## src/rtl/mem_master_if.sv

```systemverilog
// rtl/mem_master_if.sv - request/response and RAM signal bundle for mem_master
// master modport is the initiator (mem_master) side; slave is the CPU/RAM side.
interface mem_master_if;
  logic        req_valid_in;
  logic        req_ready_out;
  logic        req_write_in;
  logic [1:0]  req_width_in;
  logic        req_unsigned_in;
  logic [31:0] req_address_in;
  logic [31:0] req_write_value_in;
  logic        resp_valid_out;
  logic [31:0] resp_read_value_out;
  logic        resp_fault_out;
  logic [31:0] mem_address_out;
  logic [3:0]  mem_write_mask_out;
  logic [31:0] mem_write_value_out;
  logic [31:0] mem_read_value_in;

  modport master (
    input  req_valid_in, req_write_in, req_width_in, req_unsigned_in,
           req_address_in, req_write_value_in, mem_read_value_in,
    output req_ready_out, resp_valid_out, resp_read_value_out, resp_fault_out,
           mem_address_out, mem_write_mask_out, mem_write_value_out
  );

  modport slave (
    output req_valid_in, req_write_in, req_width_in, req_unsigned_in,
           req_address_in, req_write_value_in, mem_read_value_in,
    input  req_ready_out, resp_valid_out, resp_read_value_out, resp_fault_out,
           mem_address_out, mem_write_mask_out, mem_write_value_out
  );
endinterface

```

## src/rtl/mem_master.sv

```systemverilog
// rtl/mem_master.sv - load/store initiator for a word-addressed, byte-masked RAM
// Define MEM_MASTER_MISALIGNED_SPLIT_EN to split word-crossing accesses into two RAM cycles.
module mem_master #(
  parameter int unsigned MEM_WORDS = 2048
) (
  input logic          clk,
  input logic          reset_n,
  mem_master_if.master bus
);
  localparam logic [32:0] ADDR_LIMIT = 33'(MEM_WORDS) << 2;

  typedef enum logic [1:0] {
    IDLE,
    FIRST,
`ifdef MEM_MASTER_MISALIGNED_SPLIT_EN
    SECOND,
`endif
    RESP
  } state_t;

  state_t      state, state_nxt;
  logic [3:0]  base;
  logic [7:0]  m64;
  logic [31:0] d_lo;
  logic        crosses, cross_fault, fault_req;

  logic        write_q, unsigned_q, fault_q;
  logic [1:0]  width_q, off_q;
  logic [31:0] lo_q;
  logic [31:0] mem_address_q, mem_value_q;
  logic [3:0]  mem_mask_q;
  logic [63:0] pair;
  logic [31:0] aligned, ext;

`ifdef MEM_MASTER_MISALIGNED_SPLIT_EN
  logic [63:0] d64;
  logic [31:0] d_hi, d_hi_q, hi_q;
  logic [3:0]  m_hi_q;
  logic        split_q;
`endif

  always_comb begin
    base = 4'b0000;
    case (bus.req_width_in)
      2'b00:   base = 4'b0001;
      2'b01:   base = 4'b0011;
      2'b10:   base = 4'b1111;
      default: base = 4'b0000;
    endcase
    m64     = {4'b0000, base} << bus.req_address_in[1:0];
    crosses = |m64[7:4];
`ifdef MEM_MASTER_MISALIGNED_SPLIT_EN
    d64  = {32'b0, bus.req_write_value_in} << {bus.req_address_in[1:0], 3'b000};
    d_lo = d64[31:0];
    d_hi = d64[63:32];
    // the second word of a split must itself be inside the RAM
    cross_fault = crosses &&
                  (({1'b0, bus.req_address_in[31:2], 2'b00} + 33'd4) >= ADDR_LIMIT);
`else
    d_lo        = bus.req_write_value_in << {bus.req_address_in[1:0], 3'b000};
    cross_fault = crosses;
`endif
    fault_req = (bus.req_width_in == 2'b11) ||
                ({1'b0, bus.req_address_in} >= ADDR_LIMIT) || cross_fault;
  end

  always_ff @(posedge clk or negedge reset_n) begin
    if (!reset_n) state <= IDLE;
    else          state <= state_nxt;
  end

  always_comb begin
    state_nxt = state;
    case (state)
      IDLE:  if (bus.req_valid_in) state_nxt = fault_req ? RESP : FIRST;
`ifdef MEM_MASTER_MISALIGNED_SPLIT_EN
      FIRST:  state_nxt = split_q ? SECOND : RESP;
      SECOND: state_nxt = RESP;
`else
      FIRST:  state_nxt = RESP;
`endif
      RESP:    state_nxt = IDLE;
      default: state_nxt = IDLE;
    endcase
  end

  always_ff @(posedge clk or negedge reset_n) begin
    if (!reset_n) begin
      write_q       <= 1'b0;
      unsigned_q    <= 1'b0;
      fault_q       <= 1'b0;
      width_q       <= 2'b00;
      off_q         <= 2'b00;
      lo_q          <= 32'b0;
      mem_address_q <= 32'b0;
      mem_mask_q    <= 4'b0;
      mem_value_q   <= 32'b0;
`ifdef MEM_MASTER_MISALIGNED_SPLIT_EN
      hi_q          <= 32'b0;
      d_hi_q        <= 32'b0;
      m_hi_q        <= 4'b0;
      split_q       <= 1'b0;
`endif
    end else begin
      case (state)
        IDLE: if (bus.req_valid_in) begin
          write_q    <= bus.req_write_in;
          unsigned_q <= bus.req_unsigned_in;
          width_q    <= bus.req_width_in;
          off_q      <= bus.req_address_in[1:0];
          fault_q    <= fault_req;
          lo_q       <= 32'b0;
`ifdef MEM_MASTER_MISALIGNED_SPLIT_EN
          hi_q    <= 32'b0;
          split_q <= crosses;
          m_hi_q  <= bus.req_write_in ? m64[7:4] : 4'b0;
          d_hi_q  <= bus.req_write_in ? d_hi : 32'b0;
`endif
          if (!fault_req) begin
            mem_address_q <= {bus.req_address_in[31:2], 2'b00};
            mem_mask_q    <= bus.req_write_in ? m64[3:0] : 4'b0;
            mem_value_q   <= bus.req_write_in ? d_lo : 32'b0;
          end
        end
        FIRST: begin
          lo_q <= bus.mem_read_value_in;
`ifdef MEM_MASTER_MISALIGNED_SPLIT_EN
          if (split_q) begin
            mem_address_q <= mem_address_q + 32'd4;
            mem_mask_q    <= m_hi_q;
            mem_value_q   <= d_hi_q;
          end else begin
            mem_mask_q <= 4'b0;
          end
        end
        SECOND: begin
          hi_q       <= bus.mem_read_value_in;
          mem_mask_q <= 4'b0;
`else
          mem_mask_q <= 4'b0;
`endif
        end
        RESP: begin
          mem_address_q <= 32'b0;
          mem_mask_q    <= 4'b0;
          mem_value_q   <= 32'b0;
        end
        default: ;
      endcase
    end
  end

  always_comb begin
`ifdef MEM_MASTER_MISALIGNED_SPLIT_EN
    pair = {hi_q, lo_q};
`else
    pair = {32'b0, lo_q};
`endif
    aligned = pair[{1'b0, off_q, 3'b000} +: 32];
    case (width_q)
      2'b00:   ext = unsigned_q ? {24'b0, aligned[7:0]} : {{24{aligned[7]}}, aligned[7:0]};
      2'b01:   ext = unsigned_q ? {16'b0, aligned[15:0]} : {{16{aligned[15]}}, aligned[15:0]};
      default: ext = aligned;
    endcase
  end

  assign bus.req_ready_out       = (state == IDLE);
  assign bus.resp_valid_out      = (state == RESP);
  assign bus.resp_fault_out      = (state == RESP) && fault_q;
  assign bus.resp_read_value_out = ((state == RESP) && !write_q && !fault_q) ? ext : 32'b0;
  assign bus.mem_address_out     = mem_address_q;
  assign bus.mem_write_mask_out  = mem_mask_q;
  assign bus.mem_write_value_out = mem_value_q;
endmodule

```

## src/flat_wrapper.sv

```systemverilog
// flat-port wrapper written by rule: the top's interface ports become plain ports
module mem_master_flat 
#(
  parameter int unsigned MEM_WORDS = 2048
)
  (clk, reset_n, bus_req_valid_in, bus_req_write_in, bus_req_width_in, bus_req_unsigned_in, bus_req_address_in, bus_req_write_value_in, bus_mem_read_value_in, bus_req_ready_out, bus_resp_valid_out, bus_resp_read_value_out, bus_resp_fault_out, bus_mem_address_out, bus_mem_write_mask_out, bus_mem_write_value_out);
  mem_master_if bus_i ();
  input logic clk;
  input logic reset_n;
  input wire logic [$bits(bus_i.req_valid_in)-1:0] bus_req_valid_in;
  input wire logic [$bits(bus_i.req_write_in)-1:0] bus_req_write_in;
  input wire logic [$bits(bus_i.req_width_in)-1:0] bus_req_width_in;
  input wire logic [$bits(bus_i.req_unsigned_in)-1:0] bus_req_unsigned_in;
  input wire logic [$bits(bus_i.req_address_in)-1:0] bus_req_address_in;
  input wire logic [$bits(bus_i.req_write_value_in)-1:0] bus_req_write_value_in;
  input wire logic [$bits(bus_i.mem_read_value_in)-1:0] bus_mem_read_value_in;
  output wire logic [$bits(bus_i.req_ready_out)-1:0] bus_req_ready_out;
  output wire logic [$bits(bus_i.resp_valid_out)-1:0] bus_resp_valid_out;
  output wire logic [$bits(bus_i.resp_read_value_out)-1:0] bus_resp_read_value_out;
  output wire logic [$bits(bus_i.resp_fault_out)-1:0] bus_resp_fault_out;
  output wire logic [$bits(bus_i.mem_address_out)-1:0] bus_mem_address_out;
  output wire logic [$bits(bus_i.mem_write_mask_out)-1:0] bus_mem_write_mask_out;
  output wire logic [$bits(bus_i.mem_write_value_out)-1:0] bus_mem_write_value_out;
  assign bus_i.req_valid_in = bus_req_valid_in;
  assign bus_i.req_write_in = bus_req_write_in;
  assign bus_i.req_width_in = bus_req_width_in;
  assign bus_i.req_unsigned_in = bus_req_unsigned_in;
  assign bus_i.req_address_in = bus_req_address_in;
  assign bus_i.req_write_value_in = bus_req_write_value_in;
  assign bus_i.mem_read_value_in = bus_mem_read_value_in;
  assign bus_req_ready_out = bus_i.req_ready_out;
  assign bus_resp_valid_out = bus_i.resp_valid_out;
  assign bus_resp_read_value_out = bus_i.resp_read_value_out;
  assign bus_resp_fault_out = bus_i.resp_fault_out;
  assign bus_mem_address_out = bus_i.mem_address_out;
  assign bus_mem_write_mask_out = bus_i.mem_write_mask_out;
  assign bus_mem_write_value_out = bus_i.mem_write_value_out;
  mem_master #(.MEM_WORDS(MEM_WORDS)) u_core (.clk(clk), .reset_n(reset_n), .bus(bus_i));
endmodule
```

## config.mk

```make
export PLATFORM = sky130hd
export DESIGN_NAME = mem_master_flat
export DESIGN_NICKNAME = d
export VERILOG_FILES = /design/src/rtl/mem_master_if.sv /design/src/rtl/mem_master.sv /design/src/flat_wrapper.sv
export SDC_FILE = /design/constraint.sdc
export NUM_CORES = 1
export LEC_CHECK = 0
export ABC_AREA = 1
export BUFFER_PORTS_ARGS = -buffer_cell sky130_fd_sc_hd__buf_2
export CORE_MARGIN = 4
export CORE_UTILIZATION = 55
export DETAILED_ROUTE_END_ITERATION = 12
export GPL_ROUTABILITY_DRIVEN = 0
export PLACE_DENSITY_LB_ADDON = 0.25
export SLEW_MARGIN = 0
export SYNTH_ARGS = -nofsm -noshare
export SYNTH_HDL_FRONTEND = slang
export SYNTH_SLANG_ARGS = --single-unit
```

## constraint.sdc

```tcl
create_clock -name clk -period 3.5 [get_ports clk]
set_input_delay 0.525 -clock clk [delete_from_list [all_inputs] [get_ports clk]]
set_output_delay 0.525 -clock clk [all_outputs]
set_load 0.02 [all_outputs]
```

; Word level (Yosys, flattened, before mapping)
; Index checks and enable logic that the tools add are counted.
[word_totals]
word_cells = 62
input_bits = 103
reg_bits = 109
[op_classes]
n_reduce_logical = 19
muxes = 21
eq_ne = 8
shift = 3
magnitude_cmp = 1
[op_table]
columns = op, n
row1 = 2-to-1 mux 32 bit, 9
row2 = case mux 32 bit (2 select lines), 4
row3 = variable part select 64 x 6 -> 32 bit, 1
row4 = greater-or-equal comparator 32 x 14 -> 1 bit (second input constant), 1
row5 = left shift 32 x 5 -> 32 bit, 1
row6 = 2-to-1 mux 4 bit, 3
row7 = case mux 4 bit (3 select lines), 1
row8 = case mux 4 bit (2 select lines), 1
row9 = left shift 4 x 2 -> 8 bit, 1
row10 = == test 2 x 1 -> 1 bit (second input constant), 3
row11 = == test 2 bit (second input constant), 3
row12 = logical NOT 2 bit, 3
row13 = AND reduction 3 bit, 2
row14 = nonzero test 2 bit, 3
row15 = 2-to-1 mux 2 bit, 2
row16 = inequality test 2 bit (second input constant), 2
row17 = case mux 2 bit (2 select lines), 1
row18 = AND reduction 2 bit, 2
row19 = OR reduction 4 bit, 1
row20 = logical AND 1 bit, 3
row21 = logical NOT 1 bit, 2
row22 = logical OR 1 bit, 2
row23 = OR reduction 2 bit, 1

; Logic depth before layout (Yosys ltp)
; Gate-level depths: netlist of run 1.
[depth]
word_depth = 8
ltp_mapped = 11
depth_no_buf = 11

; Worst setup path after synthesis of run 1
; No wires, ideal clock.
[synth_path]
kind = reg2out
from = reg u_core.state[0]
to = out bus_resp_read_value_out[10]
path_slack_ns = 1.119
path_stages_with_launch = 7
t_arrival_ns = 1.856
required_time_ns = 2.975
path_cell_list = dfrtp_1 -> inv_1 -> ha_1 -> inv_1 -> nor3_4 -> clkinv_1 -> a21oi_1
[synth_via]
elab_chain_cells = 4
[synth_rtl]
columns = element, line
row1 = from (decl), mem_master.sv:21  ; state_t state, state_nxt;
row2 = from (signal assigned), mem_master.sv:69  ; else state <= state_nxt;
row3 = == test 2 bit, n/a
row4 = net bus_resp_valid_out, flat_wrapper.sv:18  ; output wire logic [$bits(bus_i.resp_valid_out)-1:0] bus_resp_valid_out;
row5 = logical AND 1 bit (2 in series), mem_master.sv:170  ; assign bus.resp_read_value_out = ((state == RESP) && !write_q && !fault_q) ? ext : 32'b0;
row6 = 2-to-1 mux 32 bit, mem_master.sv:170
row7 = to (decl), flat_wrapper.sv:19  ; output wire logic [$bits(bus_i.resp_read_value_out)-1:0] bus_resp_read_value_out;
; The timed path passes the listed nets, and every way through them passes these cells.

; Final worst setup path of run 1
[layout_path]
from = reg u_core.state[0]
to = out bus_resp_read_value_out[12]
[layout_via]
elab_chain_cells = 4
[layout_rtl]
columns = element, line
row1 = == test 2 bit, mem_master.sv:170
row2 = logical AND 1 bit (2 in series), mem_master.sv:170
row3 = 2-to-1 mux 32 bit, mem_master.sv:170
; Every way passes these cells.

==> summary.txt, run 1 <==
Yosys
  • Average footprint of a synthesized cell: just over 7 um^2
  • Adder-cell share of the synthesized area: under 10%
  • Combined area of all synthesized cells: 0.00612 mm^2
  • Synthesized netlist cell count: ~840
  • Area share of and/or/nand/nor cells after synthesis: 31.2%
  • Warnings, synthesis: 0
  • Ranking of synthesized cells by instance count: nand2_1 (225), dfrtp_1 (107), inv_1 (107), nand3_1 (103), o21ai_0 (85)
  • Flop and latch count out of synthesis: 107
  • Share of the yosys chip area belonging to registers: 43.8%
  • Multiplexer fraction of the synthesized cell area: 0%
  • Most repeated cell in the gate-level netlist after synthesis: nand2_1
  • Xor and xnor fraction of the mapped netlist area: 0%
  • Complex-gate fraction of the synthesized area: 12.3%
  • Most common flop cell mapped by yosys: dfrtp_1
  • Fraction of synthesized cell area taken by the top area cell type: around 44%
  • Largest area contributor in the synthesized netlist: dfrtp_1
  • Main combinational cell family by area after synthesis: simple AND/OR/NAND/NOR gates
  • Number of distinct library cell variants in the gate-level netlist after synthesis: 31
  • Share of flip-flops with an asynchronous set or reset: 100%
  • Number of enable-type register cells in the synthesized netlist: 0
  • Cell types occupying the most area after synthesis: dfrtp_1 (44%), nand2_1 (14%), nand3_1 (8.4%)

Setup path
  • Beginning of the critical path: u_core.state[0]
  • Worst reg-to-reg path cell count: 6
  • Maximum single-stage delay on the critical path: 440 ps
  • Cell at the slowest stage of the critical path: nor3_4
  • Kind of cell with the highest combined delay on the critical path: buffers and inverters
  • Most common cell type on the critical path: inv_1
  • Maximum fanout along the worst path: 20
  • CP Launch Type: register
  • Series of cell instances along the critical path: inv_1, ha_1, inv_1, nor3_4, clkinv_1, a21oi_1, buf_2
  • Reg2reg setup slack: 1010 ps
  • Kind of end point of the critical path: output port
  • Path type of the worst setup path: reg -> out
  • Endpoint of the worst register-to-register path: u_core.bus.mem_write_value_out[18]
  • Crit. path cell count: 7
  • Arrival time reported for the critical path endpoint: between 2000 and 3000 ps
  • CP bufs+invs: 4
  • Required time at the worst-slack endpoint: between 2000 and 3000 ps
  • Launch instance of the worst register-to-register path: u_core.state[1]
  • Critical Path End: bus_resp_read_value_out[12]

Clocking
  • Number of hold-repair buffers added at the cts stage: 0
  • Maximum clock insertion buffer count: 2
  • Clock insertion delay at the later pin of the skew report: 370 ps
  • CTS sink cnt: 107
  • # Post-CTS Setup Buffers: 0
  • Post-CTS Resized: 0
  • Cts bufs inserted: 9
  • Clock-pin slew on the worst setup and hold paths: 110 ps
  • CTS tree: done
  • H-tree lvl count: 3
  • Clock Root Buffer: clkbuf_8

Drt
  • DRC violations left: 0
  • First drt pass iteration count: 6
  • DRC marker count from the first detailed-route iteration: 576
  • Via count normalized by instance count: ~5.3
  • Wire length reported by the detailed router: 17100 um
  • Total number of vias: 6119
  • Number of nets still failing antenna checks after routing: 0
  • WL per Instance: 14.7 um

Flow run
  • Max-capacitance violation count: 0

Power
  • IR Drop Worst-Case VDD: 278 uV
  • Net load switching power: roughly 1.6 mW
  • Share of total power consumed by net switching: 44.6%
  • Register share of total power: 41.7%
  • Clock power share: 20.6%
  • Static leakage power: 4.07 nW
  • Pwr dens: just under 500 mW/mm^2
  • Cell-internal power: ~2.0 mW
  • Combinational power share: 37.7%

STA
  • Maximum clock rate: 0.315 GHz
  • Unrepaired setup endpoints after global routing: no
  • Final critical-path required period: 3180 ps
  • Largest clock skew in the final design: 16.6 ps
  • Final Cycle Share: between 90% and 100%
  • Number of hold violations in the final report: 0
  • Slew at the pin closest to its max-slew limit: 821 ps
  • Sum Neg Setup Slack: 0 ps
  • Final setup violating endpoints: 0
  • Pins over their slew limit: 0
  • Max-slew headroom: 45.3%

Place
  • Placed standard-cell area: 0.00712 mm^2
  • HPWL after DPL: 12500 um
  • Number of cells in the design after placement: 1142
  • Input/output buffers: 203

Global route
  • Remaining Overflow, GRT: 0
  • Initial antenna violation count: 1
  • First-pass GRT wire length: around 28000 um
  • Pin count of the biggest net entering global routing: 65
  • Total global-route track usage: 26.7%
  • Via count of the first global-routing pass: ~5700

Die
  • Row cnt: 38
  • I/O pins: 206
  • Die extent in x: 113 um
  • Y dimension of the die: 113 um
  • Die area: 0.0129 mm^2
  • Initial core utilization: a little under three fifths
  • Area of the core region: between 0.01 and 0.015 mm^2

Worst hold path
  • Worst Hold Class: in -> async

Outcome
  • Run status: finished clean

Cells and area
  • Layout filler cell count: 995
  • Final nets: ~1100
  • Post-synthesis to final-layout area growth: 19.6%
  • Area used by multi-input combinational logic: 0.00275 mm^2
  • Final std cells w/o fill: 1160
  • Share of cells above drive strength 1: 25.3%
  • Finished Core Util: 67.2%
  • Design area: roughly 0.0073 mm^2
  • Area taken by flip-flops and latches: 0.00268 mm^2
[worst register-to-register path, delay by kind of cell, from the launching register on]
kind	cells	cell delay (ps)
adder cells (fa/ha/maj)	1	550
buffers and inverters	1	110
flip-flops	1	430
AND/OR/NAND/NOR	4	1330
[worst min-delay path by stage]
stage	startpoint	endpoint	slack (ps)
after floorplan	reset_n	u_core.bus.mem_address_out[10]	230
after global placement	u_core.bus.mem_write_mask_out[1]	u_core.bus.mem_write_mask_out[1]	460
after detailed placement	u_core.bus.mem_write_mask_out[3]	u_core.bus.mem_write_mask_out[3]	460
after CTS	reset_n	u_core.lo_q[0]	260
after global routing	reset_n	u_core.lo_q[0]	300
final	reset_n	u_core.lo_q[20]	230
[power by group through the flow]
stage	Combinational (mW)	Clock, mW	Sequential (mW)
after floorplan	0.973	0	1.57
after global placement	1.35	0	1.53
after detailed placement	1.36	0	1.53
after CTS	1.37	0.760	1.51
after global routing	1.53	0.815	1.54
final	1.37	0.748	1.51
[kinds of logic (layout without fill, tap and decap cells)]
family	Yosys count	after routing
flops	107	107
fa+ha+maj	6	6
other cells	1	4
simple gates	421	421
buf+inv	165	340
compound gates	142	142
[stage by stage]
stage          setup WS, ps  hold slack (ps)  power (mW)
2_1_floorplan          1120              229        2.54
3_3_place_gp            849              455        2.88
3_5_place_dp            737              460        2.89
4_1_cts                 318              261        3.64
5_1_grt                87.4              302        3.88
6_report                321              225        3.63
[sequential cells by signal, summed over array words and instances (netlist names)]
signal and count:
u_core.unsigned_q 1, u_core.bus.mem_write_mask_out 4, u_core.write_q 1, u_core.fault_q 1, u_core.state 2, u_core.bus.mem_write_value_out 32, u_core.width_q 2, u_core.bus.mem_address_out 30
u_core.off_q 2, u_core.lo_q 32
[metal layers]
metal | vias to the layer above | global-route usage (%) | part of all wire, %
met2 | 303 | 40.9 | 45
met3 | 24 | 5.20 | 9.6
met5 | - | 0 | 0
met1 | 2777 | 39.2 | 44
met4 | 0 | 7.13 | 1.6
li1 | 3015 | - | -
[layout by cell type (no fill, tap or decap), types with 2 or more instances in the layout]
master    count
nor2_1       52
o21ai_1       3
nor2_4       10
nand4_1       8
nand3_2       3
a31oi_1       7
a21oi_1      36
clkinv_8      2
inv_1       107
nor2_2        4
diode_2       2
nand2_1     225
conb_1        2
buf_2       202
dfrtp_1     107
clkbuf_8      9
o21ai_0      85
nand3_1     103
clkinv_1      2
nor3_1        9
nand3_4       2
inv_2         3
nand2_4       3
inv_6         3
o21ai_2       3
o211ai_1      7
ha_1          6
buf_4         9
[final cells by class]
cell class / instances / share of cell area [%]
clock inverters: 6 / 0.923
repair buffers: 212 / 15.0
multi-input cells: 571 / 37.5
clock buffers: 10 / 1.74
diodes: 2 / 0.0684
well taps: 140 / 2.39
inverters: 112 / 5.74
flip-flops and latches: 107 / 36.6
No activity file was read; power rests on OpenSTA's default activity.
==> run 2, diff against run 1 <==
--- a/config.mk
+++ b/config.mk
@@ -5,10 +5,11 @@
 export SDC_FILE = /design/constraint.sdc
 export NUM_CORES = 1
 export LEC_CHECK = 0
-export ABC_AREA = 1
+export ABC_AREA = 0
 export BUFFER_PORTS_ARGS = -buffer_cell sky130_fd_sc_hd__buf_2
+export CORE_ASPECT_RATIO = 1.4
 export CORE_MARGIN = 4
-export CORE_UTILIZATION = 55
+export CORE_UTILIZATION = 53
 export DETAILED_ROUTE_END_ITERATION = 12
 export GPL_ROUTABILITY_DRIVEN = 0
 export PLACE_DENSITY_LB_ADDON = 0.25
==> run 2 against run 1 <==
  * Critical path depth is 1 higher
  * Largest cell class is now sequential cells
  * Fmax is 0.18% higher
  * Cell count shrank 29%
==> summary.txt, run 2 <==
STA
  • Post-route setup slack: roughly 330 ps
  • Pins over their slew limit: 0
  • Final setup violating endpoints: 0
  • Sum Neg Setup Slack: 0 ps
  • Max-slew headroom: around 36%
  • Slew at the pin closest to its max-slew limit: ~950 ps
  • Number of hold violations in the final report: 0
  • Final Cycle Share: 90.7%
  • Largest clock skew in the final design: about 9.8 ps
  • Final critical-path required period: 3170 ps
  • Maximum clock rate: about 0.32 GHz
  • Worst hold slack: 317 ps
  • Unrepaired setup endpoints after global routing: no

Drt
  • WL per Instance: 17.5 um
  • Via count normalized by instance count: 5.59
  • Wire length reported by the detailed router: 14400 um
  • DRC marker count from the first detailed-route iteration: 232
  • Total number of vias: 4599
  • First drt pass iteration count: 4
  • Number of nets still failing antenna checks after routing: 0
  • DRC violations left: 0

Place
  • Placed standard-cell area: between 0.006 and 0.007 mm^2
  • Number of cells in the design after placement: 809
  • Placement-stage worst setup slack: ~730 ps
  • Input/output buffers: 203
  • HPWL after DPL: 10600 um

Clocking
  • Maximum clock insertion buffer count: 2
  • Cts bufs inserted: 9
  • CTS sink cnt: 107
  • H-tree lvl count: 3
  • Clock insertion delay at the later pin of the skew report: 340 ps
  • Number of hold-repair buffers added at the cts stage: 0
  • # Post-CTS Setup Buffers: 0
  • Post-CTS Resized: 0
  • Clock-pin slew on the worst setup and hold paths: 70 ps
  • Clock Root Buffer: clkbuf_16
  • CTS tree: done

Yosys
  • Average footprint of a synthesized cell: 10.8 um^2
  • Warnings, synthesis: 0
  • Most common flop cell mapped by yosys: dfrtp_1
  • Combined area of all synthesized cells: 0.00536 mm^2
  • Complex-gate fraction of the synthesized area: between 20% and 30%
  • Synthesized netlist cell count: slightly below 500
  • Flop and latch count out of synthesis: 107
  • Most repeated cell in the gate-level netlist after synthesis: dfrtp_1
  • Multiplexer fraction of the synthesized cell area: around 8.2%
  • Fraction of synthesized cell area taken by the top area cell type: 50.0%
  • Ranking of synthesized cells by instance count: dfrtp_1 (107), nand2_1 (64), a22o_1 (48), o21ai_0 (35), mux2i_1 (34)
  • Share of flip-flops with an asynchronous set or reset: 100%
  • Adder-cell share of the synthesized area: approximately 1.4%
  • Share of the yosys chip area belonging to registers: 50.0%
  • Largest area contributor in the synthesized netlist: dfrtp_1
  • Cell types occupying the most area after synthesis: dfrtp_1 (50%), a22o_1 (7.9%), mux2i_1 (6.4%)
  • Xor and xnor fraction of the mapped netlist area: 0%
  • Number of distinct library cell variants in the gate-level netlist after synthesis: 47
  • Main combinational cell family by area after synthesis: compound AO/OA/AOI/OAI gates
  • Number of enable-type register cells in the synthesized netlist: 0
  • Area share of and/or/nand/nor cells after synthesis: 14.4%

Cells and area
  • Share of cells above drive strength 1: between 30% and 40%
  • Leading cell types in the layout, fill and taps excluded: buf_2 (202), dfrtp_1 (107), nand2_1 (64), a22o_1 (48), o21ai_0 (35)
  • Post-synthesis to final-layout area growth: 27.2%
  • Final std cells w/o fill: between 800 and 900
  • Area taken by flip-flops and latches: 0.00268 mm^2
  • Most common library cell in the layout ignoring fill and taps: buf_2
  • Final nets: between 700 and 800
  • Antenna diode count: 0
  • Finished Core Util: 68.8%
  • Area used by multi-input combinational logic: 0.00248 mm^2
  • Design area: 0.00681 mm^2
  • Layout filler cell count: 822

Setup path
  • CP Launch Type: register
  • Required time at the worst-slack endpoint: 2970 ps
  • Launch instance of the worst register-to-register path: u_core.state[1]
  • Endpoint of the worst register-to-register path: u_core.bus.mem_write_value_out[19]
  • Arrival time reported for the critical path endpoint: 2650 ps
  • Reg2reg setup slack: between 1000 and 1500 ps
  • Maximum fanout along the worst path: 18
  • Worst reg-to-reg path cell count: 8
  • Path type of the worst setup path: reg -> out
  • Kind of end point of the critical path: output port

Power
  • Net load switching power: 1.04 mW
  • Post-layout power: about 3.3 mW
  • Clock power share: roughly 35%
  • Register share of total power: 40.3%
  • Cell-internal power: 2.28 mW
  • Static leakage power: about 3.6 nW
  • Pwr dens: 487 mW/mm^2
  • IR Drop Worst-Case VDD: 296 uV
  • Combinational power share: 25.2%
  • Share of total power consumed by net switching: between 30% and 40%

Outcome
  • Run status: finished clean

Die
  • I/O pins: 206
  • Area of the core region: around 0.01 mm^2
  • Initial core utilization: 54.1%
  • Row cnt: 43
  • Die area: 0.0118 mm^2
  • Y dimension of the die: 127 um
  • Die extent in x: 93.0 um

Global route
  • First-pass GRT wire length: around 23000 um
  • Initial antenna violation count: 0
  • Total global-route track usage: 24.6%
  • Remaining Overflow, GRT: 0
  • Via count of the first global-routing pass: 4610
  • Pin count of the biggest net entering global routing: 78

Worst hold path
  • Worst Hold Class: in -> async

Flow run
  • Max-capacitance violation count: 0
## run 2: cell types whose count changed in the layout (fill, tap and decap cells not counted), moves of 10 or more
cell      delta
a22o_1      +48
o21ai_0     -50
a211oi_1    +14
o21ai_1     +11
nor2_4      -10
a21oi_1     -23
nand3_1    -102
nand2_1    -161
inv_1      -104
and2_1      +23
mux2i_1     +34
nor2_1      -43
nor2b_1     +18
## run 2: critical path, cell delays in order (launching register included)
cell and delay [ps]:
dfrtp_1 410, inv_1 90, ha_1 570, nand2_1 130, buf_4 220, nor3_1 170
o21ai_1 350, o21ai_0 180, buf_2 190
## run 2: kinds of logic after synthesis
kind of cell | after synthesis
compound gates | 156
flops | 107
mux | 43
simple gates | 138
buf+inv | 45
other cells | 1
fa+ha+maj | 6
## run 2: metal layers
| metal | GRT usage, % | share of wire, % | vias to the layer above |
|---|---|---|---|
| li1 | - | - | 2173 |
| met1 | 30.1 | 39 | 2194 |
| met2 | 41.8 | 50 | 197 |
| met3 | 5.69 | 7.0 | 35 |
| met4 | 9.75 | 3.2 | 0 |
| met5 | 0 | 0 | - |
## run 2: how the worst max path moves through the flow
stage / end / start / cells after the start
2_1_floorplan: bus_resp_read_value_out[6] / u_core.state[0] / 6
6_report: bus_resp_read_value_out[17] / u_core.state[0] / 8
3_5_place_dp: bus_resp_read_value_out[17] / u_core.state[0] / 8
5_1_grt: bus_resp_read_value_out[22] / u_core.state[0] / 8
3_3_place_gp: bus_resp_read_value_out[23] / u_core.state[0] / 8
4_1_cts: bus_resp_read_value_out[17] / u_core.state[0] / 8
## run 2: power groups by stage
stage	Sequential (mW)	Clock (mW)	Combinational [mW]
CTS	1.34	1.16	0.835
global route	1.35	1.22	0.914
floorplan	1.35	0	0.588
detailed placement	1.36	0	0.831
finish	1.34	1.14	0.835
global placement	1.36	0	0.812
## run 2: layout make-up
type | count | area share, %
Multi-Input combinational cell | 345 | 36.4
Timing Repair Buffer | 218 | 16.6
Inverter | 4 | 0.220
Sequential cell | 107 | 39.3
Clock buffer | 10 | 3.51
Clock inverter | 4 | 1.45
Tap cell | 135 | 2.48
==> run 3, diff against run 2 <==
--- a/config.mk
+++ b/config.mk
@@ -12,6 +12,7 @@
 export CORE_UTILIZATION = 53
 export DETAILED_ROUTE_END_ITERATION = 12
 export GPL_ROUTABILITY_DRIVEN = 0
+export MAX_ROUTING_LAYER = met4
 export PLACE_DENSITY_LB_ADDON = 0.25
 export SLEW_MARGIN = 0
 export SYNTH_ARGS = -nofsm -noshare
==> run 3 against run 2 <==
  * Critical endpoint is now bus_resp_read_value_out[22]
  * Register-to-register slack hardly changed
  * Clock power hardly changed
  * Clock skew hardly changed
  * Utilization stayed put
  * Highest routed layer unchanged
  * Die area stayed put
  * Sequential cell count stayed put
  * Sequential power hardly changed
==> summary.txt, run 3 (synthesis gave the netlist of run 2 again) <==
Power
  • Static leakage power: 3.59 nW
  • IR Drop Worst-Case VDD: just under 300 uV
  • Post-layout power: 3.32 mW
  • Pwr dens: between 400 and 500 mW/mm^2

Setup path
  • CP Launch Type: register
  • Kind of end point of the critical path: output port
  • Arrival time reported for the critical path endpoint: 2640 ps
  • Maximum single-stage delay on the critical path: about 570 ps
  • Required time at the worst-slack endpoint: 2970 ps
  • Path type of the worst setup path: reg -> out
  • Reg2reg setup slack: 1190 ps
  • Cell at the slowest stage of the critical path: ha_1
  • Series of cell instances along the critical path: inv_1, ha_1, nand2_1, buf_4, nor3_1, o21ai_1, o21ai_0, buf_2
  • Maximum fanout along the worst path: 18

Clocking
  • Clock insertion delay at the later pin of the skew report: approximately 340 ps
  • Cts bufs inserted: 9
  • Number of hold-repair buffers added at the cts stage: 0
  • Post-CTS Resized: 0
  • CTS tree: done
  • Maximum clock insertion buffer count: 2
  • H-tree lvl count: 3
  • # Post-CTS Setup Buffers: 0
  • Clock-pin slew on the worst setup and hold paths: 70 ps
  • CTS sink cnt: 107
  • Clock Root Buffer: clkbuf_16

Cells and area
  • Design area: 0.00681 mm^2
  • Most common library cell in the layout ignoring fill and taps: buf_2
  • Post-synthesis to final-layout area growth: 27.2%
  • Leading cell types in the layout, fill and taps excluded: buf_2 (202), dfrtp_1 (107), nand2_1 (64), a22o_1 (48), o21ai_0 (35)
  • Final nets: 794
  • Antenna diode count: 0
  • Finished Core Util: 68.8%
  • Final std cells w/o fill: 823
  • Share of cells above drive strength 1: 37.8%

STA
  • Number of hold violations in the final report: 0
  • Worst hold slack: 323 ps
  • Final Cycle Share: 90.3%
  • Final setup violating endpoints: 0
  • Maximum clock rate: around 0.32 GHz
  • Unrepaired setup endpoints after global routing: no
  • Pins over their slew limit: 0
  • Max-slew headroom: 36.6%
  • Post-route setup slack: around 340 ps
  • Sum Neg Setup Slack: 0 ps
  • Final critical-path required period: 3160 ps
  • Largest clock skew in the final design: 9.84 ps
  • Slew at the pin closest to its max-slew limit: 951 ps

Die
  • Initial core utilization: 54.1%
  • Die area: roughly 0.012 mm^2
  • Die extent in x: 93.0 um
  • Area of the core region: between 0.009 and 0.01 mm^2
  • I/O pins: 206
  • Y dimension of the die: about 130 um
  • Row cnt: 43

Global route
  • Total global-route track usage: 25.3%
  • Initial antenna violation count: 0
  • First-pass GRT wire length: 23100 um
  • Remaining Overflow, GRT: 0
  • Pin count of the biggest net entering global routing: 78
  • Via count of the first global-routing pass: 4628

Place
  • Number of cells in the design after placement: 809
  • Input/output buffers: around 200
  • Placed standard-cell area: 0.00647 mm^2
  • Placement-stage worst setup slack: about 730 ps
  • HPWL after DPL: 10600 um

Drt
  • DRC marker count from the first detailed-route iteration: 222
  • Number of nets still failing antenna checks after routing: 0
  • WL per Instance: 17.5 um
  • First drt pass iteration count: 4
  • Wire length reported by the detailed router: 14400 um
  • Via count normalized by instance count: 5.60
  • DRC violations left: 0
  • Total number of vias: 4609

Outcome
  • Run status: finished clean

Flow run
  • Max-capacitance violation count: 0

Worst hold path
  • Worst Hold Class: in -> async
-- run 3: final timing paths --
path	depth (start not counted)	to	startpoint
hold / removal	1	u_core.lo_q[29]	reset_n
hold reg to reg	1	u_core.bus.mem_address_out[30]	u_core.bus.mem_address_out[30]
setup reg to reg	8	u_core.bus.mem_write_value_out[19]	u_core.state[1]
setup / recovery	8	bus_resp_read_value_out[22]	u_core.state[0]
min in group clk	2	u_core.lo_q[29]	bus_mem_read_value_in[29]
max in group asynchronous	2	u_core.bus.mem_address_out[5]	reset_n
-- run 3: area by class of cell --
class	instances	area, um^2
Clock inverter	4	98.8
Inverter	4	15.0
Timing Repair Buffer	218	1130
Tap cell	135	169
Multi-Input combinational cell	345	2480
Sequential cell	107	2680
Clock buffer	10	239
Fill cell	822	3090
-- run 3: power by group --
group | internal [mW] | switching, mW | total [mW] | leakage [nW]
Clock | 0.713 | 0.429 | 1.14 | 0.165
Sequential | 1.29 | 0.0495 | 1.34 | 1.47
Combinational | 0.277 | 0.558 | 0.835 | 1.95
-- run 3: layer usage --
layer | vias up | global-route usage (%) | routed length, um
met5 | - | - | 0
met4 | 0 | 9.75 | 513
met3 | 40 | 4.45 | 812
met2 | 189 | 41.7 | 7280
met1 | 2207 | 30.8 | 5800
li1 | 2173 | - | -
-- run 3: critical path, delay by kind of cell, from the launching register on --
family | cells | cell delay [ps]
AOI/OAI and AO/OA | 2 | 520
adders and majority gates | 1 | 570
buffers and inverters | 3 | 500
DFF | 1 | 410
and+or+nand+nor | 2 | 290
